--- src/rtl/hex_scan_if.sv ---
// hex_scan_if: processor write handshake and display drive bundle for hex_scan_ctrl.
//   wr_en    write strobe, accepted only while ready is high
//   wr_data  4*NDIG-bit value, nibble k drives digit k (digit 0 least significant)
//   ready    high when a write can be accepted (no commit pending)
//   seg_out  active-low segments {g,f,e,d,c,b,a}
//   an_out   active-low digit enables, at most one bit low
interface hex_scan_if #(
    parameter int unsigned NDIG = 4
);
    logic                  wr_en;
    logic [4*NDIG-1:0]     wr_data;
    logic                  ready;
    logic [6:0]            seg_out;
    logic [NDIG-1:0]       an_out;

    modport master (
        output wr_en,
        output wr_data,
        input  ready,
        input  seg_out,
        input  an_out
    );

    modport slave (
        input  wr_en,
        input  wr_data,
        output ready,
        output seg_out,
        output an_out
    );
endinterface

--- src/rtl/hex_scan_ctrl.sv ---
// hex_scan_ctrl: time-multiplexed, double-buffered hex driver for NDIG common-anode
// 7-segment digits sharing one segment bus, with an all-off gap between digits.
//   clk    system clock
//   rst_n  asynchronous active-low reset
//   bus    hex_scan_if slave: wr_en/wr_data in, ready/seg_out/an_out out (all registered)
// Optional: define HEX_SCAN_LZ_BLANK_EN for leading-zero blanking (digit 0 never blanked).
module hex_scan_ctrl #(
    parameter int unsigned NDIG    = 4,
    parameter int unsigned DIV     = 50000,
    parameter int unsigned GAP_CYC = 16
) (
    input  logic       clk,
    input  logic       rst_n,
    hex_scan_if.slave  bus
);

    localparam int unsigned IDX_W   = (NDIG > 1) ? $clog2(NDIG) : 1;
    localparam int unsigned CNT_MAX = (DIV > GAP_CYC) ? DIV : GAP_CYC;
    localparam int unsigned CNT_W   = (CNT_MAX > 1) ? $clog2(CNT_MAX) : 1;

    typedef enum logic {
        ST_GAP  = 1'b0,
        ST_SHOW = 1'b1
    } state_e;

    state_e                 state_q, state_d;
    logic [IDX_W-1:0]       idx_q, idx_d;
    logic [CNT_W-1:0]       cnt_q, cnt_d;
    logic                   first_q, first_d;
    logic [NDIG-1:0][3:0]   active_q, active_d;
    logic [NDIG-1:0][3:0]   shadow_q, shadow_d;
    logic                   pending_q, pending_d;
    logic                   ready_q, ready_d;
    logic [6:0]             seg_q, seg_d;
    logic [NDIG-1:0]        an_q, an_d;
    logic                   commit;
    logic                   blank;

    // Active-low hex glyphs, bits 6..0 = {g,f,e,d,c,b,a}
    function automatic logic [6:0] enc(input logic [3:0] d);
        logic [6:0] s;
        s = 7'h7F;
        case (d)
            4'h0: s = 7'b1000000;
            4'h1: s = 7'b1111001;
            4'h2: s = 7'b0100100;
            4'h3: s = 7'b0110000;
            4'h4: s = 7'b0011001;
            4'h5: s = 7'b0010010;
            4'h6: s = 7'b0000010;
            4'h7: s = 7'b1111000;
            4'h8: s = 7'b0000000;
            4'h9: s = 7'b0010000;
            4'hA: s = 7'b0001000;
            4'hB: s = 7'b0000011;
            4'hC: s = 7'b1000110;
            4'hD: s = 7'b0100001;
            4'hE: s = 7'b0000110;
            4'hF: s = 7'b0001110;
            default: s = 7'h7F;
        endcase
        return s;
    endfunction

`ifdef HEX_SCAN_LZ_BLANK_EN
    // Blank the current digit when it and every more-significant nibble are zero
    always_comb begin
        blank = (idx_q != '0);
        for (int unsigned j = 0; j < NDIG; j++) begin
            if (IDX_W'(j) >= idx_q && active_q[IDX_W'(j)] != 4'h0) begin
                blank = 1'b0;
            end
        end
    end
`else
    assign blank = 1'b0;
`endif

    // Scan sequencing, frame commit, write handshake and output decode
    always_comb begin
        state_d   = state_q;
        idx_d     = idx_q;
        cnt_d     = cnt_q;
        first_d   = first_q;
        active_d  = active_q;
        shadow_d  = shadow_q;
        pending_d = pending_q;
        commit    = 1'b0;
        an_d      = '1;
        seg_d     = 7'h7F;

        case (state_q)
            ST_SHOW: begin
                if (cnt_q == CNT_W'(DIV - 1)) begin
                    cnt_d   = '0;
                    state_d = ST_GAP;
                end else begin
                    cnt_d = cnt_q + 1'b1;
                end
            end
            ST_GAP: begin
                if (cnt_q == CNT_W'(GAP_CYC - 1)) begin
                    cnt_d   = '0;
                    state_d = ST_SHOW;
                    first_d = 1'b0;
                    // The gap right after reset leads into digit 0 without advancing
                    if (!first_q) begin
                        idx_d = (idx_q == IDX_W'(NDIG - 1)) ? '0 : idx_q + 1'b1;
                    end
                    commit = (idx_d == '0);
                end else begin
                    cnt_d = cnt_q + 1'b1;
                end
            end
            default: ;
        endcase

        // A commit with a pending value wins; ready is low then, so no write can collide
        if (commit && pending_q) begin
            active_d  = shadow_q;
            pending_d = 1'b0;
        end else if (bus.wr_en && ready_q) begin
            shadow_d  = bus.wr_data;
            pending_d = 1'b1;
        end
        ready_d = !pending_d;

        if (state_q == ST_SHOW) begin
            an_d[idx_q] = 1'b0;
            if (!blank) begin
                seg_d = enc(active_q[idx_q]);
            end
        end
    end

    always_ff @(posedge clk or negedge rst_n) begin
        if (!rst_n) begin
            state_q   <= ST_GAP;
            idx_q     <= '0;
            cnt_q     <= '0;
            first_q   <= 1'b1;
            active_q  <= '0;
            shadow_q  <= '0;
            pending_q <= 1'b0;
            ready_q   <= 1'b1;
            seg_q     <= 7'h7F;
            an_q      <= '1;
        end else begin
            state_q   <= state_d;
            idx_q     <= idx_d;
            cnt_q     <= cnt_d;
            first_q   <= first_d;
            active_q  <= active_d;
            shadow_q  <= shadow_d;
            pending_q <= pending_d;
            ready_q   <= ready_d;
            seg_q     <= seg_d;
            an_q      <= an_d;
        end
    end

    assign bus.ready   = ready_q;
    assign bus.seg_out = seg_q;
    assign bus.an_out  = an_q;

endmodule

--- src/flat_wrapper.sv ---
// flat-port wrapper written by rule: the top's interface ports become plain ports
module hex_scan_ctrl_flat 
#(
    parameter int unsigned NDIG    = 4,
    parameter int unsigned DIV     = 50000,
    parameter int unsigned GAP_CYC = 16
)
  (clk, rst_n, bus_wr_en, bus_wr_data, bus_ready, bus_seg_out, bus_an_out);
  hex_scan_if #(.NDIG(NDIG)) bus_i ();
  input  logic clk;
  input  logic rst_n;
  input wire logic [$bits(bus_i.wr_en)-1:0] bus_wr_en;
  input wire logic [$bits(bus_i.wr_data)-1:0] bus_wr_data;
  output wire logic [$bits(bus_i.ready)-1:0] bus_ready;
  output wire logic [$bits(bus_i.seg_out)-1:0] bus_seg_out;
  output wire logic [$bits(bus_i.an_out)-1:0] bus_an_out;
  assign bus_i.wr_en = bus_wr_en;
  assign bus_i.wr_data = bus_wr_data;
  assign bus_ready = bus_i.ready;
  assign bus_seg_out = bus_i.seg_out;
  assign bus_an_out = bus_i.an_out;
  hex_scan_ctrl #(.NDIG(NDIG), .DIV(DIV), .GAP_CYC(GAP_CYC)) u_core (.clk(clk), .rst_n(rst_n), .bus(bus_i));
endmodule
--- config.mk ---
export PLATFORM = sky130hd
export DESIGN_NAME = hex_scan_ctrl_flat
export DESIGN_NICKNAME = d
export VERILOG_FILES = /design/src/rtl/hex_scan_if.sv /design/src/rtl/hex_scan_ctrl.sv /design/src/flat_wrapper.sv
export SDC_FILE = /design/constraint.sdc
export NUM_CORES = 1
export LEC_CHECK = 0
export ABC_AREA = 1
export CAP_MARGIN = 20
export CELL_PAD_IN_SITES_DETAIL_PLACEMENT = 0
export CELL_PAD_IN_SITES_GLOBAL_PLACEMENT = 2
export CORE_MARGIN = 1.5
export CORE_UTILIZATION = 37
export DETAILED_ROUTE_END_ITERATION = 7
export GPL_ROUTABILITY_DRIVEN = 0
export GPL_TIMING_DRIVEN = 0
export PLACE_DENSITY_LB_ADDON = 0.1
export SLEW_MARGIN = 20
export SYNTH_ARGS = -nofsm -noshare
export SYNTH_HDL_FRONTEND = slang
export SYNTH_SLANG_ARGS = --single-unit
--- constraint.sdc ---
create_clock -name clk -period 4.8 [get_ports clk]
set_clock_uncertainty 0.2 [all_clocks]
set_input_delay 0.72 -clock clk [delete_from_list [all_inputs] [get_ports clk]]
set_output_delay 0.72 -clock clk [all_outputs]
set_load 0.05 [all_outputs]
==> impl_summary.md, run 1 <==
Status
The flow ran to the end, and the final reports show no timing, DRC or antenna violations.

Timing
The final setup slack of the worst path is 2.22 ns. After layout, the minimum clock period comes to 2.58 ns. The highest clock frequency the design can meet is 388 MHz. Setup repair after global routing left no endpoint under its margin. The final-report hold violation count is 0.

The total negative slack for setup checks is 0 ns. The count of final max-slew check failures is 0. For the pin with the worst max-slew slack, the measured transition is 0.491 ns. The relative slew slack is 67.2%. Across all hold checks on the routed design, the worst slack comes to 0.0991 ns. After layout, the worst path uses 53.7% of the clock period. The total of endpoints with negative setup slack in the final report is 0.

Clock network
Buffers inserted during clock tree synthesis total 9. Buffers inserted to repair hold after CTS numbered 0. The clock transition at the register clock pins on the worst setup and hold paths after CTS is 0.08 ns. In this run the clock root is driven by a sky130_fd_sc_hd__clkbuf_8.

TritonCTS built the clock tree. In this run, post-CTS repair resized a total of 0 instances. The post-CTS setup buffer count is 0. The H-tree generated during clock tree synthesis spans 3 levels. Clock tree synthesis found a total of 65 sinks. Clock latency on the worst-skew pair, taken at its later pin, is 0.33 ns.

Counting along the longest clock path gives a buffer depth of 2.

Critical path
The number of buffers and inverters on the critical path is 1. The startpoint of the worst register-to-register path is u_core.idx_q[1]$_DFFE_PN0P_. The endpoint arrival time on the critical path is 1.66 ns. The worst-case register-to-register setup slack is 2.41 ns. The family with the most delay on the worst path is buffers and inverters. Among all stages on the critical path, the largest delay is contributed by sky130_fd_sc_hd__clkdlybuf4s50_1. The worst setup path is of the flip-flop to output port kind. Traced cell by cell, the critical path runs through clkdlybuf4s50_1. The longest individual stage delay on the worst path is 0.79 ns.

At the worst endpoint, the required time is 3.88 ns. The endpoint identified for the worst register-to-register timing path is u_core.shadow_q[11]$_DFFE_PN0P_. The number of cells on the worst reg-to-reg path is 9. The worst setup path is captured at an output port.

STA classifies the critical path startpoint as a flip-flop. The largest driver fanout on the critical path is 2.

Power and ir drop
The internal cell power is 921 uW. Sequential cells account for 51.5% of the total power. The static power due to leakage is 0.00190 uW.

The net switching power is 286 uW. For this design the ratio of total power to cell area is 313 nW/um2. The clock power share is 42.2%. The share of total power in combinational logic is 6.2%. The fraction of power spent switching nets is 23.7%. IR analysis of the VDD net gives a maximum drop of 0.000222 V.

Min path
The worst min-delay path class is input pin to asynchronous set/reset pin.

Place
OpenSTA, run right after detailed placement, puts the worst setup slack at 2.39 ns. The count of input and output buffers is 30. The wire-length estimate of the detail-placed layout is 4940 um.

In this run the cell area measured after placement is 3640 um2.

Detailed routing
For this run, the detailed router's first-pass iteration total came to 4. The post-route antenna net violation count is 0. The post-detailed-route wirelength per cell is 12.4 um.

The routed design has 6690 um of wire. The number of DRC markers in iteration 0 is 111. After detailed routing, the number of remaining DRC violations is 0.

Across all layers, the routed design uses 2529 vias. The number of vias per cell is 4.68.

Final layout
The finished cells cover 3860 um2. 0 antenna diodes ended up in the layout. From synthesis to final layout, the design area changed by 20.9%. The fraction of final layout cells sized beyond drive strength 1 is 12.6%. At the end of the flow, the number of nets in the layout was 460.

Yosys
For this run, the number of Yosys warnings is 0. The net count after synthesis is 418. A synthesized cell averages 8.22 um2. The combined area of all synthesized cells is 3190 um2. The portion of the post-synthesis area used by sequential elements is 51.5%. Counting every instance in the synthesized netlist gives 388. Synthesis inferred 65 register bits.

Synthesis instantiated 27 different standard cells from the library.

GRT
The number of global-route vias before repair is 2481. The total overflow reported by the global router is 0. The first global-routing pass estimated 11600 um of wire.

Entering global routing, the biggest net connects 38 pins. In the global route stage, overall resource usage came out at 16.6%. The number of antenna violations at the first check in global routing is 0.

Run
The max-cap violation count is 0.

Floorplan
The total die area is 9190 um2. Row generation in the floorplan step produced 33 rows. The height of the die is 95.8 um. The number of I/O pins is 31.

After floorplanning, the core was sized to cover 8300 um2. The effective utilization at floorplan is 38.4%. The die is 95.8 um wide.
## worst max path at each step
stage	start	endpoint	slack [ns]	depth (start not counted)
2_1_floorplan	u_core.idx_q[0]$_DFFE_PN0P_	u_core.shadow_q[1]$_DFFE_PN0P_	2.81	10
3_5_place_dp	u_core.idx_q[1]$_DFFE_PN0P_	u_core.shadow_q[11]$_DFFE_PN0P_	2.39	9
3_3_place_gp	rst_n	u_core.shadow_q[7]$_DFFE_PN0P_	0.65	1
6_report	u_core.bus.ready$_DFF_PN1_	bus_ready	2.22	1
5_1_grt	u_core.bus.an_out[0]$_DFF_PN1_	bus_an_out[0]	2.18	1
4_1_cts	u_core.bus.ready$_DFF_PN1_	bus_ready	2.20	1
## cell usage after synthesis, drive strengths merged
library cell	instances	area, um2
a21oi	2	10.0
buf	8	57.6
clkbuf	2	7.51
clkinv	1	3.75
dfrtp	52	1300
dfstp	13	342
ha	11	138
inv	27	101
nand2	142	548
nand3	71	383
nand4	2	12.5
nor2	40	170
o211ai	1	7.51
o21a	1	7.51
o21ai	8	40.0
o21bai	1	7.51
xor2	6	52.6
## stage by stage
step / std cells / util, % / total power (uW)
final: 540 / 46.5 / 1210
after global routing: 540 / 46.5 / 1270
after CTS: 540 / 46.5 / 1230
after detailed placement: 524 / 43.8 / 709
after global placement: 523 / 43.6 / 704
after floorplan: 388 / - / 664
## area by class of cell
type                    instances  area (um2)
clock inverters                 7        95.1
clock buffers                   9         124
fillers                       856        4440
multi-input cells             285        1380
inverters                      28         105
well taps                     105         131
flip-flops and latches         65        1640
plain buffers                  10        65.1
repair buffers                 31         318
## sequential cells by signal, summed over array words and instances, names as in the netlist
signal,count
u_core.active_q,16
u_core.bus.an_out,4
u_core.bus.ready,1
u_core.bus.seg_out,7
u_core.cnt_q,16
u_core.first_q,1
u_core.idx_q,2
u_core.pending_q,1
u_core.shadow_q,16
u_core.state_q,1
## power by group through the flow
stage	Sequential, uW	Combinational, uW	Clock [uW]
after floorplan	625	39.5	0
after global placement	629	74.6	0
after global routing	627	89.1	556
final	622	75.2	510
after CTS	621	78.5	526
after detailed placement	631	78.2	0
## routing by layer
layer	global-route usage [%]	routed length (um)	up-vias	share of wire, %
met2	26.7	3020	46	45
met4	7.23	123	0	1.8
li1	-	-	1319	-
met3	3.48	212	10	3.2
met5	0	0	-	0
met1	21.6	3330	1154	50
## logic make-up (layout without fill, tap and decap cells)
group	Yosys count	count (layout)	synth area share, %
flip-flops	65	65	51.5
buffers and inverters	38	85	5.34
AO/OA/AOI/OAI	13	13	2.28
AND/OR/NAND/NOR	255	255	34.9
XOR/XNOR	6	6	1.65
adder cells (fa/ha/maj)	11	11	4.32
## cell usage in the layout, fill, tap and decap left out, types with 2 or more instances in the layout
cell type | synthesis | layout
sky130_fd_sc_hd__a21oi_1 | 2 | 2
sky130_fd_sc_hd__buf_2 | 4 | 4
sky130_fd_sc_hd__buf_4 | 2 | 3
sky130_fd_sc_hd__buf_6 | 2 | 2
sky130_fd_sc_hd__bufinv_16 | 0 | 2
sky130_fd_sc_hd__clkbuf_1 | 2 | 2
sky130_fd_sc_hd__clkbuf_8 | 0 | 9
sky130_fd_sc_hd__clkdlybuf4s50_1 | 0 | 29
sky130_fd_sc_hd__clkinvlp_4 | 0 | 4
sky130_fd_sc_hd__dfrtp_1 | 52 | 52
sky130_fd_sc_hd__dfstp_2 | 13 | 13
sky130_fd_sc_hd__ha_1 | 11 | 11
sky130_fd_sc_hd__inv_1 | 23 | 23
sky130_fd_sc_hd__inv_2 | 4 | 4
sky130_fd_sc_hd__nand2_1 | 138 | 138
sky130_fd_sc_hd__nand2_2 | 3 | 3
sky130_fd_sc_hd__nand3_1 | 67 | 67
sky130_fd_sc_hd__nand3_2 | 3 | 3
sky130_fd_sc_hd__nand4_1 | 2 | 2
sky130_fd_sc_hd__nor2_1 | 36 | 36
sky130_fd_sc_hd__nor2_2 | 2 | 2
sky130_fd_sc_hd__nor2_4 | 2 | 2
sky130_fd_sc_hd__o21ai_0 | 6 | 6
sky130_fd_sc_hd__o21ai_1 | 2 | 2
sky130_fd_sc_hd__xor2_1 | 6 | 6
Power figures use the tool's default switching activity.
==> run 2, diff against run 1 <==
- CORE_UTILIZATION: 37 -> 34
- clock period: 4.8 -> 2.7 ns (I/O delays scaled with it)
==> impl_summary.md, run 2 (synthesis results as in run 1) <==
Floorplan
The area of the core is 9150 um2. The floorplan has 35 rows. In this run the vertical extent of the chip is 99.9 um.

The floorplan step defined a die boundary enclosing 9970 um2. The effective utilization at floorplan is 34.8%. 31 I/O pins were placed. In this run the horizontal extent of the chip is 99.9 um.

Place
The half-perimeter wire length of the detailed placement result is 5080 um. The count of input and output buffers is 30. OpenSTA, run right after detailed placement, puts the worst setup slack at 0.295 ns. The total instance count after detailed placement is 530.

Detailed routing
The number of vias per cell is 4.61. The post-route antenna net violation count is 0. In the final routed layout, each cell accounts on average for 12.8 um.

The total length of routed wires is 6990 um. The total vias in the final route is 2523. In the routed design, unresolved DRC markers number 0. The detailed-router iteration count before antenna repair is 4. After the first detailed-routing iteration, the DRC count stood at 109.

Timing
The total of endpoints with negative setup slack in the final report is 0. The total negative slack for setup checks is 0 ns. The final critical path takes up 87.1% of the cycle. The final setup slack of the worst path is 0.349 ns. Setup repair after global routing left no endpoint under its margin. The highest clock frequency the design can meet is 425 MHz. Measured against its own limit, the worst slew margin works out to 66.5%.

The smallest clock period supported by the final layout is computed as 2.35 ns. The transition time at the pin with the least slew margin is 0.501 ns. The final-report hold violation count was 0. The count of final max-slew check failures is 0.

Clock network
The number of levels the H-tree was split into is 3. The number of CTS-inserted buffers is 9. The number of clock sinks is 65. The clock tree from TritonCTS is built. The number of buffers between clock root and the deepest sink is 2. In this run, post-CTS repair resized a total of 0 instances.

After clock tree synthesis, the clock-pin slew on the worst setup and hold paths is 0.07 ns. Clock tree synthesis selected as its root buffer the cell sky130_fd_sc_hd__clkbuf_8. The clock network latency to the later pin of the worst-skew pair is 0.34 ns.

Final layout
Relative to the synthesized area, the layout overhead comes to 22.3%. The count of inserted antenna diode cells is 0. The leading cell type in the layout, fill and taps excluded is sky130_fd_sc_hd__nand2_1. In the final layout, the registers with the most flip-flops are u_core.active_q: 16 flops, u_core.cnt_q: 16 flops, u_core.shadow_q: 16 flops. The post-route netlist has 12.4% of its cells at a drive strength greater than 1.

Once layout is complete, the cells apart from fillers number 547. The library cells used most frequently in the layout, excluding fill and tap cells, are sky130_fd_sc_hd__nand2_1, sky130_fd_sc_hd__nand3_1, sky130_fd_sc_hd__dfrtp_1. The final core utilization is 42.6%. The net count reported at finish is 461.

GRT
The number of antenna violations at the first check in global routing came to 0. The total routing resource utilization after global routing is 15.7%. The maximum number of pins on one net before global-route repair is 38.

The number of global-route vias before repair is 2537. The first global-routing pass estimated 12200 um of wire. The total overflow reported by the global router is 0.

Critical path
At the worst endpoint, the arrival time is 2.38 ns. STA classifies the critical path startpoint as a flip-flop. The critical path is of the flip-flop to flip-flop type.

The largest driver fanout on the critical path is 10. The endpoint kind of the worst setup timing path is a flip-flop. The data required time of the worst path is 2.73 ns.

Min path
The worst min-delay path class is flip-flop to flip-flop.

Power and ir drop
For this design the ratio of total power to cell area is 581 nW/um2. The static power due to leakage is 0.00193 uW. The worst voltage drop across the vdd grid is 0.000217 V.

Run
The tool flagged a number of max-cap violations equal to 0.

Status
The flow ran to the end, and the final reports show no timing, DRC or antenna violations.
-- run 2: cell types whose count changed in the layout (fill, tap and decap cells not counted), sizes merged --
| cell | before | now |
|---|---|---|
| dlygate4sd3 | 0 | 1 |
| bufinv | 2 | 3 |
| clkbuf | 11 | 13 |
| clkinvlp | 4 | 1 |
-- run 2: what timing repair did --
item                      4_1_cts  5_1_grt
setup buffers                   0        0
hold buffers                    1        0
hold endpoints to repair       16        0
-- run 2: layer usage --
metal	GRT usage (%)	up-vias	share of wire [%]
met5	0	-	0
met4	6.61	0	1.6
met3	3.13	9	3.4
met2	23.5	48	42
met1	22.1	1143	53
li1	-	1323	-
-- run 2: stage by stage --
stage	cell area [um2]	hold slack (ns)	power (uW)
floorplan	3190	-0.0906	1180
global placement	3630	0.247	1250
detailed placement	3650	0.161	1270
CTS	3900	0.260	2310
global route	3900	0.290	2380
finish	3900	0.257	2270
-- run 2: final timing paths --
kind                       slack [ns]                         from  cells after the start                         endpoint
max reg2reg                      0.35  u_core.idx_q[1]$_DFFE_PN0P_                      9  u_core.shadow_q[14]$_DFFE_PN0P_
min in group asynchronous        0.32                        rst_n                      2       u_core.cnt_q[10]$_DFF_PN0_
min reg2reg                      0.26    u_core.cnt_q[0]$_DFF_PN0_                      1        u_core.cnt_q[0]$_DFF_PN0_
max in group asynchronous        1.39                        rst_n                      3       u_core.bus.ready$_DFF_PN1_
min                              0.26    u_core.cnt_q[0]$_DFF_PN0_                      1        u_core.cnt_q[0]$_DFF_PN0_
max                              0.35  u_core.idx_q[1]$_DFFE_PN0P_                      9  u_core.shadow_q[14]$_DFFE_PN0P_
-- run 2: critical path: stages, from the launching register on --
cell and delay, ns:
sky130_fd_sc_hd__dfrtp_1 0.51, sky130_fd_sc_hd__inv_1 0.22, sky130_fd_sc_hd__ha_1 0.31, sky130_fd_sc_hd__nand2_1 0.10, sky130_fd_sc_hd__nand3_2 0.09, sky130_fd_sc_hd__nor2_4 0.24
sky130_fd_sc_hd__nand3_4 0.17, sky130_fd_sc_hd__buf_2 0.24, sky130_fd_sc_hd__nand3_1 0.09, sky130_fd_sc_hd__nand2_1 0.06
-- run 2: area by class of cell --
cell class	count	area (um2)
Buffer	10	65.1
Tap cell	111	139
Sequential cell	65	1640
Fill cell	933	5250
Clock inverter	5	103
Multi-Input combinational cell	285	1380
Timing Repair Buffer	32	328
Clock buffer	11	141
Inverter	28	105
-- run 2: power breakdown --
group	switching, uW	total [uW]	internal, uW
Clock	382	1020	638
Sequential	53.7	1110	1060
Combinational	71.9	135	63.5
Total	508	2270	1760
==> run 3, diff against run 2 <==
- GPL_ROUTABILITY_DRIVEN: 0 -> not set
==> results of run 3 <==
No change in the layout: final DEF, timing and power equal those of run 2.
